**config.mk**
```make
export PLATFORM = sky130hd
export DESIGN_NAME = transport_pingpong_mover
export DESIGN_NICKNAME = d
export VERILOG_FILES = /design/src/rtl/transport_pkg.sv /design/src/rtl/transport_valid_delay.sv /design/src/rtl/transport_pingpong_mover.sv
export SDC_FILE = /design/constraint.sdc
export NUM_CORES = 1
export LEC_CHECK = 0
export ABC_AREA = 1
export CORE_MARGIN = 4
export CORE_UTILIZATION = 26
export DETAILED_ROUTE_END_ITERATION = 8
export PLACE_DENSITY = 0.54
export SYNTH_ARGS = -nofsm -noshare
export SYNTH_HDL_FRONTEND = slang
export SYNTH_SLANG_ARGS = --single-unit
export TNS_END_PERCENT = 30
```
**constraint.sdc**
```tcl
create_clock -name clk -period 1.95 [get_ports clk]
set_clock_uncertainty 0.15 [all_clocks]
set_input_delay 0.4875 -clock clk [delete_from_list [all_inputs] [get_ports clk]]
set_output_delay 0.4875 -clock clk [all_outputs]
set_load 0.02 [all_outputs]
```
**src/rtl/transport_pkg.sv**
```systemverilog
// Shared types and constants for the in-to-out transport block mover.
package transport_pkg;

  typedef enum logic [1:0] {
    IDLE,
    READ,
    DRAIN
  } xfer_state_t;

  localparam int RS_N = 204;
  localparam int RS_K = 188;

  localparam logic DIR_DOWN = 1'b0;
  localparam logic DIR_UP   = 1'b1;

endpackage

```
**src/rtl/transport_valid_delay.sv**
```systemverilog
// Valid-tag delay line matching the input memory read latency.
module transport_valid_delay #(
  parameter int DEPTH = 1
) (
  input  logic clk,
  input  logic reset,
  input  logic in_valid,
  output logic out_valid
);

  logic [DEPTH-1:0] stage_q;
  logic [DEPTH-1:0] stage_d;

  always_comb begin
    stage_d    = stage_q;
    stage_d[0] = in_valid;
    for (int i = 1; i < DEPTH; i++) begin
      stage_d[i] = stage_q[i-1];
    end
  end

  always_ff @(posedge clk) begin
    if (reset) begin
      stage_q <= '0;
    end else begin
      stage_q <= stage_d;
    end
  end

  assign out_valid = stage_q[DEPTH-1];

endmodule

```
**src/rtl/transport_pingpong_mover.sv**
```systemverilog
// Moves one COUNT-word block between ping-pong banks, one word per clock.
module transport_pingpong_mover
  import transport_pkg::*;
#(
  parameter int ADDR_W   = 8,
  parameter int DATA_W   = 8,
  parameter int COUNT    = RS_K,
  parameter int RD_START = RS_N,
  parameter int WR_START = 0,
  parameter int RD_LAT   = 1
) (
  input  logic              clk,
  input  logic              reset,
  input  logic              start,
  input  logic              dir,
  output logic              rd_bank,
  output logic              rd_en,
  output logic [ADDR_W-1:0] rd_addr,
  input  logic [DATA_W-1:0] rd_data,
  output logic              wr_bank,
  output logic              wr_en,
  output logic [ADDR_W-1:0] wr_addr,
  output logic [DATA_W-1:0] wr_data,
  output logic              busy,
  output logic              done,
  output logic              overrun
);

  localparam int CNT_W = $clog2(COUNT + 1);
  localparam logic [CNT_W-1:0] LAST = CNT_W'(COUNT - 1);
  localparam logic [CNT_W-1:0] C_ONE = CNT_W'(1);
  localparam logic [ADDR_W-1:0] A_ONE = ADDR_W'(1);
  localparam logic [ADDR_W-1:0] RD_BASE = ADDR_W'(RD_START);
  localparam logic [ADDR_W-1:0] WR_BASE = ADDR_W'(WR_START);

  xfer_state_t       state_q, state_d;
  logic              rd_bank_q, rd_bank_d;
  logic              wr_bank_q, wr_bank_d;
  logic              dir_q, dir_d;
  logic              rd_en_q, rd_en_d;
  logic [ADDR_W-1:0] rd_addr_q, rd_addr_d;
  logic [CNT_W-1:0]  rd_cnt_q, rd_cnt_d;
  logic              wr_en_q, wr_en_d;
  logic [ADDR_W-1:0] wr_addr_q, wr_addr_d;
  logic [DATA_W-1:0] wr_data_q, wr_data_d;
  logic [CNT_W-1:0]  wr_cnt_q, wr_cnt_d;
  logic              done_q, done_d;
  logic              overrun_q, overrun_d;
  logic              tag_out;

  transport_valid_delay #(
    .DEPTH(RD_LAT)
  ) u_valid_delay (
    .clk      (clk),
    .reset    (reset),
    .in_valid (rd_en_q),
    .out_valid(tag_out)
  );

  always_comb begin
    state_d   = state_q;
    rd_bank_d = rd_bank_q;
    wr_bank_d = wr_bank_q;
    dir_d     = dir_q;
    rd_en_d   = 1'b0;
    rd_addr_d = rd_addr_q;
    rd_cnt_d  = rd_cnt_q;
    wr_en_d   = tag_out;
    wr_addr_d = wr_addr_q;
    wr_data_d = tag_out ? rd_data : wr_data_q;
    wr_cnt_d  = wr_cnt_q;
    done_d    = 1'b0;
    overrun_d = start && (state_q != IDLE);
    // write side advances after each presented write
    if (wr_en_q) begin
      wr_addr_d = wr_addr_q + A_ONE;
      wr_cnt_d  = wr_cnt_q + C_ONE;
    end
    unique case (state_q)
      IDLE: begin
        if (start) begin
          state_d   = READ;
          rd_bank_d = ~rd_bank_q;
          wr_bank_d = ~wr_bank_q;
          dir_d     = dir;
          rd_en_d   = 1'b1;
          rd_addr_d = RD_BASE;
          rd_cnt_d  = '0;
          wr_addr_d = WR_BASE;
          wr_cnt_d  = '0;
        end
      end
      READ: begin
        if (rd_cnt_q == LAST) begin
          state_d = DRAIN;
        end else begin
          rd_en_d  = 1'b1;
          rd_cnt_d = rd_cnt_q + C_ONE;
          rd_addr_d = (dir_q == DIR_UP) ? rd_addr_q + A_ONE
                                        : rd_addr_q - A_ONE;
        end
      end
      DRAIN: begin
        if (wr_en_q && (wr_cnt_q == LAST)) begin
          state_d = IDLE;
          done_d  = 1'b1;
        end
      end
      default: state_d = IDLE;
    endcase
  end

  always_ff @(posedge clk) begin
    if (reset) begin
      state_q   <= IDLE;
      rd_bank_q <= 1'b0;
      wr_bank_q <= 1'b0;
      dir_q     <= 1'b0;
      rd_en_q   <= 1'b0;
      rd_addr_q <= '0;
      rd_cnt_q  <= '0;
      wr_en_q   <= 1'b0;
      wr_addr_q <= '0;
      wr_data_q <= '0;
      wr_cnt_q  <= '0;
      done_q    <= 1'b0;
      overrun_q <= 1'b0;
    end else begin
      state_q   <= state_d;
      rd_bank_q <= rd_bank_d;
      wr_bank_q <= wr_bank_d;
      dir_q     <= dir_d;
      rd_en_q   <= rd_en_d;
      rd_addr_q <= rd_addr_d;
      rd_cnt_q  <= rd_cnt_d;
      wr_en_q   <= wr_en_d;
      wr_addr_q <= wr_addr_d;
      wr_data_q <= wr_data_d;
      wr_cnt_q  <= wr_cnt_d;
      done_q    <= done_d;
      overrun_q <= overrun_d;
    end
  end

  assign rd_bank = rd_bank_q;
  assign rd_en   = rd_en_q;
  assign rd_addr = rd_addr_q;
  assign wr_bank = wr_bank_q;
  assign wr_en   = wr_en_q;
  assign wr_addr = wr_addr_q;
  assign wr_data = wr_data_q;
  assign busy    = (state_q != IDLE);
  assign done    = done_q;
  assign overrun = overrun_q;

endmodule

```
==> flow_summary.ini, run 1 <==
[worst_hold_path]
worst_hold_startpoint = rd_en$_SDFF_PP0_
min_delay_worst_endpoint = u_valid_delay.out_valid$_SDFF_PP0_
holdCritPathClass = reg -> reg
hold_depth = 2

[synth]
synth_common_cells = sky130_fd_sc_hd__nand2_1, sky130_fd_sc_hd__nor2_1, sky130_fd_sc_hd__dfxtp_1, sky130_fd_sc_hd__inv_1, sky130_fd_sc_hd__a21oi_1
post_synth_mux_area_share_pct = 0
synth-seq-cells = 50
synth_adder_area_share_pct = 5.45
synth.largest_area_cell = sky130_fd_sc_hd__dfxtp_1
post_synthesis_cell_area_sq_um = 2430
synth_nets = 369
yosys_warnings = 0
synth_largest_type_area_fraction_pct = 41.1
post_synth_xor_area_fraction_pct = 3.24
yosys.cell_types.count = 30
synth_area_in_simple_gates_pct = 33.0
synth_area_leaders = sky130_fd_sc_hd__dfxtp_1, sky130_fd_sc_hd__nand2_1, sky130_fd_sc_hd__nor2_1
synth-edff-count = 0
synth_most_common_cell = sky130_fd_sc_hd__nand2_1
ys_dominant_reg_cell = sky130_fd_sc_hd__dfxtp_1
synth.yosys.seq_area_share_pct = 41.1
async_set_or_reset_register_ratio_after_synthesis_pct = 0
post_synth_inst_count = 347
mapped_avg_cell_area_sq_um = 7.02
largest_family_of_logic_cells_by_synthesized_area = simple AND/OR/NAND/NOR gates
synth-compound-area-share_pct = 8.99

[finish]
area.sequential_sq_um = 1000
layoutNonFillerInstCount = 512
num_antenna_cells = 0
layout-area-overhead-vs-synth_pct = 30.2
layout-drive-gt1-share_pct = 8.48
nFillCells = 1006
multi_input_comb_area_sq_um = 1250
nets = 422

[status]
status = completed

[pwr]
vdd_drop_max_v = 0.000281
power_leakage_nw = 1.51
power.density_cell_area_nw_per_um2 = 754
design_power_total_w = 0.00239

[clocking]
clock_tree.buffer_depth = 2
later_pin_clock_latency_in_the_skew_report_ns = 0.30
cts_tree = done
clock_slew_at_reported_path_ffs_ns = 0.10
clock_sink_count = 50
cts-root-buf = sky130_fd_sc_hd__clkbuf_8
htreeDepth = 2
cts_inserted_buffers = 5

[die]
die_height_um = 105
io-pin-count = 43
floorplan.die_area_sq_um = 11000
floorplan.die.width_um = 105
fp-row-count = 35
floorplan.initialDensity_pct = 26.5
core_region_area_sq_um = 9200

[detailed_routing]
ant_nets = 0
vias = 2229
via_per_inst = 4.35
post_drt_wl_per_cell_um = 11.2
detail_route.first_pass.iterations = 4
detail_route.drc_violations = 0
wl_um = 5720
drt_iter0_markers = 70

[worst_setup_path]
worst_path_max_delay_cell = sky130_fd_sc_hd__clkdlybuf4s50_1
critical_path.endpoint_type = primary output
worst-r2r-setup-slack_ns = 0.20
timing.critical_path.fanout_max = 2
cp_data_required_time_ns = 1.31
slowest_delay_ns = 0.61
timing.reg2reg.worst_path_depth = 10
startpoint_type = flip-flop
path_cells = clkdlybuf4s50_1
r2r-end = rd_addr[7]$_SDFFE_PP0P_
cpLargestDelayFamily = buffers and inverters
timing.rr.start = dir_q$_SDFFE_PP0P_
worst-endpoint-arrival_ns = 1.25
path_buf_inv = 1
worstSetupPathType = reg -> out

[placed_design]
total_instance_count_after_detailed_placement = 504
place.detailed.hpwl_um = 4470
globalplace.congestion = 0.764
port_buffers = 42

[global_routing]
globalRouteTotalUtil_pct = 11.0
first_pass_grt_wire_length_um = 10100
antenna_found_initial = 0
grt_pass1_vias = 2126
globalRouteOverflowTotal = 0
grt_start_max_net_pins = 16

[sta]
setup_repair_after_global_routing_missed_its_margin = false
slew_viol_final = 0
setup_violations = 0
max_freq_mhz = 529
timing.final.hold_violations = 0
worst_slew_margin_rel_pct = 78.0
tightestPinTransition_ns = 0.330
totalNegativeSetupSlack_ns = 0
fin_crit_sh_pct = 97.0
time_the_final_worst_path_needs_with_i_o_delays_and_setup_ns = 1.89

[run]
max_cap_viol_count = 0
[layout make-up]
cell class | count | area share [%]
well taps | 111 | 4.38
clock inverters | 2 | 1.18
clock buffers | 6 | 2.29
inverters | 44 | 5.21
repair buffers | 52 | 15.9
multi-input cells | 247 | 39.4
flip-flops and latches | 50 | 31.6
[layer usage]
layer	track usage [%]	vias to the layer above	share of wire, %
met5	0	-	0
met4	3.09	0	1.0
met3	3.40	6	5.5
met2	16.9	38	44
met1	14.9	993	49
li1	-	1192	-
[logic make-up (layout without fill, tap and decap cells)]
logic type / count (synthesis) / in the layout
and+or+nand+nor: 187 / 187
buffers and inverters: 50 / 104
DFF: 50 / 50
AOI/OAI and AO/OA: 41 / 41
xor gates and xnor gates: 9 / 9
adders and majority gates: 10 / 10
[report_power, final]
| part | total (W) | internal [W] | switching (W) |
|---|---|---|---|
| logic | 0.000529 | 0.000215 | 0.000314 |
| registers | 0.00112 | 0.00107 | 0.0000479 |
| clock network | 0.000740 | 0.000383 | 0.000357 |
| total | 0.00239 | 0.00167 | 0.000719 |
[how the worst max path moves through the flow]
stage	slack (ns)	from	cells after the start	end
floorplan	0.21	rd_addr[0]$_SDFFE_PP0P_	8	rd_addr[6]$_SDFFE_PP0P_
global placement	0.04	start	9	rd_addr[7]$_SDFFE_PP0P_
detailed placement	0.01	start	9	rd_addr[7]$_SDFFE_PP0P_
CTS	0.008	rd_en$_SDFF_PP0_	1	rd_en
global route	0.007	wr_data[2]$_SDFFE_PP0P_	1	wr_data[2]
finish	0.06	wr_data[7]$_SDFFE_PP0P_	1	wr_data[7]
[per-stage QoR]
stage          instance area [sq um]  hold WS, ns  util [%]  worst slack [ns]
2_1_floorplan                   2430        0.309         -             0.215
3_3_place_gp                    3050        0.276      33.1            0.0383
3_5_place_dp                    3050        0.266      33.1           0.00981
4_1_cts                         3130        0.285      34.1           0.00813
5_1_grt                         3170        0.322      34.5           0.00717
6_report                        3170        0.279      34.5            0.0582
[flip-flops by register name, summed over array words and instances (netlist names), 2 cells and up]
name,flops
rd_addr,8
rd_cnt_q,8
wr_addr,8
wr_cnt_q,8
wr_data,8
state_q,2
[cells in the final DEF (no fill, tap or decap), types with 3 or more instances in the layout]
| cell type | n |
|---|---|
| sky130_fd_sc_hd__a21oi_1 | 20 |
| sky130_fd_sc_hd__buf_4 | 9 |
| sky130_fd_sc_hd__clkbuf_8 | 5 |
| sky130_fd_sc_hd__clkdlybuf4s50_1 | 15 |
| sky130_fd_sc_hd__dfxtp_1 | 50 |
| sky130_fd_sc_hd__dlygate4sd2_1 | 19 |
| sky130_fd_sc_hd__dlymetal6s2s_1 | 8 |
| sky130_fd_sc_hd__ha_1 | 7 |
| sky130_fd_sc_hd__inv_1 | 40 |
| sky130_fd_sc_hd__inv_2 | 3 |
| sky130_fd_sc_hd__nand2_1 | 74 |
| sky130_fd_sc_hd__nand2_2 | 3 |
| sky130_fd_sc_hd__nand3_1 | 19 |
| sky130_fd_sc_hd__nand4_1 | 4 |
| sky130_fd_sc_hd__nor2_1 | 70 |
| sky130_fd_sc_hd__nor3_1 | 4 |
| sky130_fd_sc_hd__nor3b_1 | 3 |
| sky130_fd_sc_hd__o21ai_0 | 17 |
| sky130_fd_sc_hd__xor2_1 | 8 |
[timing repair]
action | in CTS | in global routing
hold buffers | 0 | 0
endpoints found under the setup margin | 19 | 10
gates resized for setup | 19 | 11
pin swaps | 0 | 0
cloned | 0 | 0
setup buffers | 0 | 0
No activity file was read; power rests on OpenSTA's default activity.
==> inputs of run 2 (changes only) <==
- CTS_CLUSTER_DIAMETER: unset -> 80
==> results of run 2 <==
The final DEF is identical to that of run 1; final timing and power are the same.
==> inputs of run 3 (changes only) <==
- clock period: 1.95 -> 2 ns (I/O delays scaled with it)
==> run 3 against run 2 <==
Net effect: design area up 0.24%; sequential power about the same; largest power group unchanged; flip-flop and latch count unchanged; sequential share of layout area down 0.075 points; critical endpoint is now wr_addr[6]; core utilization up 0.082 points; power up 3.1%.
==> flow_summary.ini, run 3 (same netlist as run 1, synthesis figures left out) <==
[sta]
setup_violations = 0
max_freq_mhz = 515
totalNegativeSetupSlack_ns = 0
worst_slew_margin_rel_pct = 79.0
time_the_final_worst_path_needs_with_i_o_delays_and_setup_ns = 1.94
tightestPinTransition_ns = 0.315
worst_hold_slack_ns = 0.300
timing.final.hold_violations = 0
slew_viol_final = 0
setup_repair_after_global_routing_missed_its_margin = true
fin_crit_sh_pct = 97.0

[worst_setup_path]
worst_path_max_delay_cell = sky130_fd_sc_hd__clkdlybuf4s50_1
cpLargestDelayFamily = buffers and inverters
path_cells = clkdlybuf4s50_1
critical_path.endpoint_type = primary output
r2r-end = rd_addr[5]$_SDFFE_PP0P_
slowest_delay_ns = 0.62
critical_path_cell_count = 1
worstSetupPathType = reg -> out
worst-r2r-setup-slack_ns = 0.22
path_buf_inv = 1
timing.reg2reg.worst_path_depth = 10
setup.worst_path.end = wr_addr[6]
crit_start = wr_addr[6]$_SDFF_PP0_
cp_data_required_time_ns = 1.35
timing.critical_path.fanout_max = 3
timing.rr.start = dir_q$_SDFFE_PP0P_
worst-endpoint-arrival_ns = 1.29
startpoint_type = flip-flop

[clocking]
clock_slew_at_reported_path_ffs_ns = 0.10
cts_tree = done
cts-root-buf = sky130_fd_sc_hd__clkbuf_8
ctsHoldBuffers = 0
post-cts-setup-buffer-count = 0
clock_tree.buffer_depth = 2
later_pin_clock_latency_in_the_skew_report_ns = 0.31
clock_sink_count = 50
htreeDepth = 2
cts_inserted_buffers = 5

[detailed_routing]
post_drt_wl_per_cell_um = 11.1
detail_route.first_pass.iterations = 5
vias = 2185
ant_nets = 0
wl_um = 5630
drt_iter0_markers = 108
via_per_inst = 4.29
detail_route.drc_violations = 0

[status]
status = completed

[finish]
layout.cells.most_common_list = sky130_fd_sc_hd__nand2_1, sky130_fd_sc_hd__nor2_1, sky130_fd_sc_hd__dfxtp_1, sky130_fd_sc_hd__inv_1, sky130_fd_sc_hd__clkdlybuf4s50_1
layoutNonFillerInstCount = 509
layout-area-overhead-vs-synth_pct = 30.5
mostFrequentLayoutCell = sky130_fd_sc_hd__nand2_1
nets = 419
num_antenna_cells = 0
stdcell_area_sq_um = 3180
layout-drive-gt1-share_pct = 7.79

[global_routing]
first_pass_grt_wire_length_um = 9800
grt_start_max_net_pins = 17
grt_pass1_vias = 2076
antenna_found_initial = 0
globalRouteOverflowTotal = 0
globalRouteTotalUtil_pct = 10.7

[die]
floorplan.die.width_um = 105
die_height_um = 105
core_region_area_sq_um = 9200
floorplan.initialDensity_pct = 26.5
floorplan.die_area_sq_um = 11000
io-pin-count = 43
fp-row-count = 35

[placed_design]
total_instance_count_after_detailed_placement = 501
placement.cell_area_sq_um = 3030
port_buffers = 42
globalplace.congestion = 0.788
place.detailed.hpwl_um = 4300

[pwr]
power.density_cell_area_nw_per_um2 = 775
power_leakage_nw = 1.44
clock_power_share_pct = 34.5
reported_net_switching_power_w = 0.000704
comb_power_share_pct = 21.2
netSwitchingFraction_pct = 28.6
share_seq_of_total_power_pct = 44.3
vdd_drop_max_v = 0.000390
internal_power_of_the_cells_w = 0.00176

[worst_hold_path]
holdCritPathClass = reg -> reg

[run]
max_cap_viol_count = 0
## run 3: area by class of cell
class                   instances  area (sq um)
flip-flops and latches         50          1000
fillers                       976          6020
clock inverters                 3          68.8
well taps                     111           139
repair buffers                 49           493
clock buffers                   5          68.8
multi-input cells             247          1240
inverters                      44           165
## run 3: per-layer routing
metal	routed length [um]	global-route usage (%)	vias up
li1	-	-	1185
met1	2780	14.3	953
met2	2440	16.5	41
met3	360	3.40	6
met4	51	3.09	0
met5	0	0	-
## run 3: worst min-delay path by stage
stage / startpoint / endpoint / slack, ns / cells after the start
after global routing: rd_en$_SDFF_PP0_ / u_valid_delay.out_valid$_SDFF_PP0_ / 0.32 / 2
after detailed placement: rd_en$_SDFF_PP0_ / u_valid_delay.out_valid$_SDFF_PP0_ / 0.26 / 2
after CTS: rd_en$_SDFF_PP0_ / u_valid_delay.out_valid$_SDFF_PP0_ / 0.30 / 2
after global placement: rd_en$_SDFF_PP0_ / u_valid_delay.out_valid$_SDFF_PP0_ / 0.28 / 2
final: rd_en$_SDFF_PP0_ / u_valid_delay.out_valid$_SDFF_PP0_ / 0.30 / 2
after floorplan: rd_cnt_q[0]$_SDFFE_PP0P_ / rd_cnt_q[0]$_SDFFE_PP0P_ / 0.31 / 1
## run 3: repair_timing
action / CTS / global route
endpoints found under the setup margin: 8 / 8
gates resized for setup: 8 / 9
endpoints found under the hold margin: 0 / 0
pin swaps: 0 / 0
## run 3: power by group through the flow
| stage | Clock (W) | Combinational (W) | Sequential (W) |
|---|---|---|---|
| floorplan | 0 | 0.000293 | 0.00115 |
| global placement | 0 | 0.000528 | 0.00112 |
| detailed placement | 0 | 0.000530 | 0.00111 |
| CTS | 0.000879 | 0.000523 | 0.00109 |
| global route | 0.000926 | 0.000601 | 0.00110 |
| finish | 0.000851 | 0.000522 | 0.00109 |
## run 3: per-stage QoR
stage,setup slack [ns],util [%],total power [W]
after global placement,0.0328,32.9,0.00164
after global routing,-0.00981,34.5,0.00263
final,0.0599,34.5,0.00246
after floorplan,0.265,-,0.00145
after CTS,0.00525,34.3,0.00250
after detailed placement,-0.0221,32.9,0.00164
